[config.mk]
export PLATFORM = sky130hd
export DESIGN_NAME = haze_atmos_light_est
export DESIGN_NICKNAME = d
export VERILOG_FILES = /design/src/rtl/haze_atmos_light_est.sv
export SDC_FILE = /design/constraint.sdc
export NUM_CORES = 1
export LEC_CHECK = 0
export ABC_AREA = 1
export CAP_MARGIN = 20
export CORE_AREA = 10 10 116 66
export DETAILED_ROUTE_END_ITERATION = 8
export DIE_AREA = 0 0 126 76
export PLACE_DENSITY_LB_ADDON = 0.1
export SLEW_MARGIN = 15
export SYNTH_ARGS = -nofsm -noshare
export SYNTH_HDL_FRONTEND = slang
export SYNTH_SLANG_ARGS = --single-unit
export TNS_END_PERCENT = 5
[constraint.sdc]
create_clock -name clk -period 2.5 [get_ports clk]
set_input_delay 0.5 -clock clk [delete_from_list [all_inputs] [get_ports clk]]
set_output_delay 0.5 -clock clk [all_outputs]
set_load 0.01 [all_outputs]
[src/rtl/haze_atmos_light_est.sv]
// Atmospheric light estimator: tracks the brightest dark-channel pixel per frame,
// then smooths, clamps and publishes its max(R,G,B) as per_A at frame end.
module haze_atmos_light_est #(
    parameter logic [7:0] A_INIT       = 8'd220,
    parameter logic [7:0] A_MIN        = 8'd100,
    parameter logic [7:0] A_MAX        = 8'd240,
    parameter int         SMOOTH_SHIFT = 2
) (
    input  logic        clk,
    input  logic        rst_n,
    input  logic        per_frame_vsync,
    input  logic        per_frame_href,
    input  logic        per_frame_clken,
    input  logic [7:0]  per_dark,
    input  logic [23:0] per_img,
    output logic [7:0]  per_A,
    output logic        a_valid,
    output logic        a_locked
);
    typedef enum logic [1:0] {S_IDLE, S_ACCUM, S_BLEND, S_WRITE} state_t;

    state_t      r_state;
    state_t      w_state_next;
    logic        r_vsync_d1;
    logic [7:0]  r_dark_max;
    logic [7:0]  r_a_max;
    logic        r_seen;
    logic        r_first;
    logic        r_pend;
    logic [7:0]  r_blend;
    logic [7:0]  r_per_A;
    logic        r_a_valid;
    logic        r_a_locked;

    logic        w_rise;
    logic        w_fall;
    logic        w_pix;
    logic        w_accept;
    logic        w_do_blend;
    logic        w_do_write;
    logic        w_hit;
    logic [7:0]  w_cand;
    logic [7:0]  w_dark_base;
    logic [7:0]  w_amax_base;
    logic [7:0]  w_blend_calc;
    logic [7:0]  w_clamped;

    assign w_rise = per_frame_vsync & ~r_vsync_d1;
    assign w_fall = ~per_frame_vsync & r_vsync_d1;
    assign w_pix  = per_frame_vsync & per_frame_href & per_frame_clken;

    always_comb begin
        w_cand = per_img[23:16];
        if (per_img[15:8] > w_cand) w_cand = per_img[15:8];
        if (per_img[7:0]  > w_cand) w_cand = per_img[7:0];
    end

    // State register
    always_ff @(posedge clk or negedge rst_n) begin
        if (!rst_n) r_state <= S_IDLE;
        else        r_state <= w_state_next;
    end

    // Next-state logic
    always_comb begin
        w_state_next = r_state;
        case (r_state)
            S_IDLE:  if (w_rise) w_state_next = S_ACCUM;
            S_ACCUM: if (w_fall) w_state_next = r_seen ? S_BLEND : S_IDLE;
            S_BLEND: w_state_next = S_WRITE;
            S_WRITE: w_state_next = (r_pend | w_rise) ? S_ACCUM : S_IDLE;
            default: w_state_next = S_IDLE;
        endcase
    end

    // Control decode; a new frame may start while an update is still in flight
    always_comb begin
        w_accept   = w_pix & ((r_state == S_ACCUM) | w_rise | r_pend);
        w_do_blend = (r_state == S_BLEND);
        w_do_write = (r_state == S_WRITE);
    end

    assign w_dark_base = w_rise ? 8'd0 : r_dark_max;
    assign w_amax_base = w_rise ? 8'd0 : r_a_max;
    assign w_hit       = w_accept & (per_dark > w_dark_base);

    generate
        if (SMOOTH_SHIFT == 0) begin : g_no_smooth
            assign w_blend_calc = r_a_max;
        end else begin : g_smooth
            localparam int W = 8 + SMOOTH_SHIFT;
            localparam logic [W-1:0] MULT = W'((1 << SMOOTH_SHIFT) - 1);
            logic [W-1:0] w_sum;
            assign w_sum        = W'(r_per_A) * MULT + W'(r_a_max);
            assign w_blend_calc = w_sum[W-1:SMOOTH_SHIFT];
        end
    endgenerate

    always_comb begin
        w_clamped = r_blend;
        if (r_blend < A_MIN) w_clamped = A_MIN;
        if (r_blend > A_MAX) w_clamped = A_MAX;
    end

    always_ff @(posedge clk or negedge rst_n) begin
        if (!rst_n) begin
            r_vsync_d1 <= 1'b0;
            r_dark_max <= 8'd0;
            r_a_max    <= 8'd0;
            r_seen     <= 1'b0;
            r_first    <= 1'b1;
            r_pend     <= 1'b0;
            r_blend    <= 8'd0;
            r_per_A    <= A_INIT;
            r_a_valid  <= 1'b0;
            r_a_locked <= 1'b0;
        end else begin
            r_vsync_d1 <= per_frame_vsync;
            r_dark_max <= w_hit ? per_dark : w_dark_base;
            r_a_max    <= w_hit ? w_cand : w_amax_base;
            r_seen     <= w_accept | (r_seen & ~w_rise);
            if (w_do_blend && w_rise)
                r_pend <= 1'b1;
            else if (w_do_write)
                r_pend <= 1'b0;
            if (w_do_blend)
                r_blend <= (r_first || SMOOTH_SHIFT == 0) ? r_a_max : w_blend_calc;
            r_a_valid <= w_do_write;
            if (w_do_write) begin
                r_per_A    <= w_clamped;
                r_a_locked <= 1'b1;
                r_first    <= 1'b0;
            end
        end
    end

    assign per_A    = r_per_A;
    assign a_valid  = r_a_valid;
    assign a_locked = r_a_locked;
endmodule
* Word-level counts from Yosys, hierarchy flattened
Cells that the tools add are included.
** Word-level totals
- Input bits :: 37
- Output and inout bits :: 10
- Bits in registers :: 40
** Cells by class
- Equality and inequality tests :: 5
- Mux-type cells :: 16
- Order comparisons :: 5
- Multipliers :: 1
- Add/subtract/negate cells :: 1
- Bitwise operators :: 14
- Reduce and logical (&&, ||, !) cells :: 5
** Operators by type and width (number)
- 2-to-1 mux 8 bit :: 9
- > comparator 8 bit :: 3
- adder 10 x 8 -> 10 bit :: 1
- multiplier 8 x 2 -> 10 bit, second input constant :: 1
- > comparator 8 bit, second input constant :: 1
- less-than comparator 8 x 7 -> 1 bit, second input constant :: 1
- case mux 2 bit (4 select lines) :: 1
- AND 1 bit :: 7
- 2-to-1 mux 2 bit :: 3
- == test 2 bit, second input constant :: 2
- != test 2 bit, second input constant :: 2
- bitwise OR 1 bit :: 4
- nonzero test 2 bit :: 2
- 2-to-1 mux 1 bit :: 3
- NOT 1 bit :: 3
- == test 2 x 1 -> 1 bit, second input constant :: 1
- zero test 2 bit :: 1
- AND reduction 2 bit :: 1
- logical AND 1 bit :: 1

* Longest topological paths before layout
- Word-level depth :: 7
- Depth in mapped cells :: 25
- Mapped depth without buffers :: 25

* Worst setup path after synthesis
No wires, ideal clock.
- Path type :: input port to flip-flop
- Start :: input per_img[23]
- End :: register r_a_max[4]
- Path slack :: -0.243 ns
- Cell stages on the path :: 16
- Data required time :: 2.384 ns
- Path buffers :: 0
- Arrival :: 2.627 ns
- Cells stage by stage :: inv_1 ha_1 nand2_1 nor2_2 nand4_2 nand2_2 nand2_1 and2_1 ha_1 nand2_1 nor2_1 nand4_2 nand2_1 nand3_1 nand2_1 nand2_1
** Between the ends
- Word-level cells in the longest chain between the ends :: 5
** RTL lines
- start: declaration :: line 15 : input logic [23:0] per_img,
- > comparator 8 bit :: line 54 : if (per_img[15:8] > w_cand) w_cand = per_img[15:8];
- 2-to-1 mux 8 bit * :: line 54
- > comparator 8 bit :: line 55 : if (per_img[7:0] > w_cand) w_cand = per_img[7:0];
- 2-to-1 mux 8 bit * :: line 55
- 2-to-1 mux 8 bit * :: line 120 : r_a_max <= w_hit ? w_cand : w_amax_base;
- end signal: assignment :: line 120
- end: declaration :: line 26 : logic [7:0] r_a_max;
Mark *: on every way between the ends. The rest lies on a longest branch, timed or not.
A chain may end at the register's enable or synchronous reset.

* Worst setup path after layout
- Start :: input per_img[21]
- End :: register r_a_max[4]
The elaborated chain is that of the path after synthesis.

==> run_results.csv <==
group,metric,value,unit
setup_path,worst-r2r-setup-slack,0.09,ns
setup_path,timing.rr.end,"r_blend[3]",
timing,rsz0062_at_grt,"true",
clock_tree,cts_hold_buf,0,
global_route,antenna_found_initial,0,
global_route,grt_max_degree,41,
floorplan,dieArea,9580,µm²
route,routed_wl,10800,µm
route,drtIter0Drc,349,
clock_tree,root_buffer,"clkbuf_16",
timing,finClkSkew,0.00593,ns
final_layout,fill_cells,359,
floorplan,start_util,52.6,%
route,drc_errors,0,
setup_path,reg2reg_from,"per_A[0]",
clock_tree,clock_path_buffers,2,
clock_tree,numCtsBuffers,5,
setup_path,path_max_fanout,8,
place,dp_hpwl,6400,µm
run,drv_cap,0,
global_route,globalRouteOverflowTotal,0,
floorplan,core.rowCount,20,
route,drt-wirelength-per-cell,18.4,µm
timing,max_slew_margin,39.5,%
setup_path,reg2regPathDepth,8,
final_layout,diodes,0,
place,port_buffers,46,
timing,hold_ws,0.336,ns
timing,slew_viol_final,0,
clock_tree,tritoncts,"built",
power,power-per-cell-area,754,nW/µm²
clock_tree,clock_latency,0.29,ns
run_status,outcome,"finished, violations left",
floorplan,fp.dieH,76,µm
setup_path,critical_path.endpoint_type,"flip-flop",
timing,period_minus_slack,2.80,ns
final_layout,nNetsFinal,583,
route,ant_nets,0,
route,vias_per_cell,5.69,
logic_synthesis,yosysWarnings,0,
final_layout,area_growth,52.7,%
final_layout,layout-drive-gt1-share,34.3,%
logic_synthesis,ys_ff_latch,40,
timing,tightest_slew,0.907,ns
setup_path,cp.arrival,2.99,ns
route,first_pass_iters,6,
global_route,grt_usage,19.7,%
timing,fin_crit_sh,112,%
global_route,grt_pass1_wl,15700,µm
logic_synthesis,synthesis.area,3030,µm²
timing,setup_slack,-0.303,ns
final_layout,final_cell_mix,"105 x nand2_1, 49 x buf_4, 44 x inv_1",
floorplan,die_w,126,µm
timing,hold_viol,0,
power,totalPowerFinal,3.48,mW
setup_path,crit_start,"per_img[21]",
final_layout,multi_input_area,2250,µm²
floorplan,coreArea,5760,µm²
logic_synthesis,ys_seq_area_share,33.3,%
route,via_count,3329,
logic_synthesis,synth_cell_types,35,
setup_path,crit_end,"r_a_max[4]",
power,p_leak,2.32,nW
setup_path,required,2.69,ns
floorplan,ios,47,
setup_path,worstSetupPathType,"in -> reg",
clock_tree,cts-htree-levels,2,
timing,max_freq,357,MHz
power,ir_drop,0.530,mV
logic_synthesis,syn_nets,480,
timing,setup_viol,8,
setup_path,start_kind,"input port",
clock_tree,clk_pin_slew,0.06,ns
final_layout,register_area,1010,µm²
run_status,violations,"setup timing",
logic_synthesis,avgSynthCellArea,7.49,µm²
clock_tree,clkSinkCount,40,
global_route,grt_pass1_vias,3155,
final_layout,final_common_cell,"nand2_1",
hold_path,hold_class,"in -> async",
logic_synthesis,syn_inst,404,
place,routabilityCongestion,0.851,
==> cell families (layout without fill, tap and decap cells) <==
group           count (synthesis)  count (layout)  share of synthesized area, %
simple gates                  200             202                          28.4
buf+inv                        65             167                          8.48
compound gates                 57              57                          10.8
flops                          40              40                          33.3
fa+ha+maj                      39              39                          18.1
xor+xnor                        3               3                         0.869
==> cell type report <==
cell class	instances	area share, %
inverters	59	4.96
clock buffers	5	2.71
multi-input cells	301	48.8
repair buffers	100	18.7
clock inverters	3	0.921
well taps	77	2.09
flip-flops and latches	40	21.9
==> where the power goes <==
group          total, mW  internal (mW)  switching [mW]
Clock              0.751          0.469           0.282
Sequential          1.02          0.837           0.188
Combinational       1.71          0.743           0.965
Total               3.48           2.05            1.43
==> synthesized netlist by cell type, drive strengths merged <==
cell type  count  area (µm²)
nand2        130         495
inv           54         203
dfrtp         34         851
nand3         34         180
ha            31         388
o21ai         24         120
nor2          23        91.3
a21oi         20         111
fa             8         160
and2           7        43.8
dfstp          6         158
clkinv         5        18.8
nand4          4        37.5
buf            3        23.8
clkbuf         3        11.3
o211ai         3        22.5
xor2           3        26.3
a21o           2        15.0
o21a           2        15.0
o21bai         2        15.0
a22oi          1        7.51
a31oi          1        6.26
nor3           1        5.00
o22ai          1        6.26
o31ai          1        7.51
or2            1        6.26
==> per-stage QoR <==
stage | setup TNS, ns | util [%] | area, µm² | worst slack (ns) | std cells
finish | -1.67 | 80.3 | 4620 | -0.303 | 585
global route | -2.58 | 80.3 | 4620 | -0.406 | 585
CTS | -0.00955 | 77.2 | 4440 | -0.00924 | 580
detailed placement | -8.11 | 68.0 | 3920 | -0.961 | 564
global placement | -7.05 | 68.0 | 3920 | -0.838 | 564
floorplan | -0.696 | - | 3080 | -0.0972 | 404
==> how the worst min path moves through the flow <==
stage,start,endpoint,slack (ns)
3_3_place_gp,a_locked,a_locked,0.45
5_1_grt,rst_n,r_dark_max[4],0.40
6_report,rst_n,r_vsync_d1,0.34
3_5_place_dp,a_locked,a_locked,0.48
2_1_floorplan,rst_n,asynchronous set/reset pin,0.20
4_1_cts,rst_n,r_vsync_d1,0.36
==> sequential cells by signal, summed over array words and instances, names as in the netlist, named ones only <==
register	flops
r_seen	1
a_valid	1
r_vsync_d1	1
a_locked	1
per_A	8
r_a_max	8
r_state	1
r_first	1
r_dark_max	8
r_blend	8
r_pend	1
==> metal layers <==
layer	track usage, %	wire (µm)
met2	30.2	4780
met1	26.6	4390
met4	6.11	558
met5	0	0
met3	4.86	1050
==> what timing repair did <==
item	4_1_cts	5_1_grt
pin swaps	44	23
endpoints found under the setup margin	8	14
gates cloned	2	0
resized for setup	145	33
setup buffers	6	5
==> worst max-delay path: stages <==
cell      delay [ns]
buf_6           0.10
inv_4           0.06
ha_4            0.21
a21oi_4         0.15
nor2_4          0.06
nor2_4          0.17
nand2_8         0.11
nand2_8         0.15
nand2_2         0.07
and2_4          0.14
ha_1            0.29
nand2_1         0.06
nand2_1         0.09
nand2_2         0.07
nand2_2         0.08
nand2_4         0.08
nand2_4         0.11
nand3_1         0.10
nand2_1         0.12
clkinv_1        0.11
nand2_1         0.10
nand2_1         0.05
(Power assumes the default switching activity.)
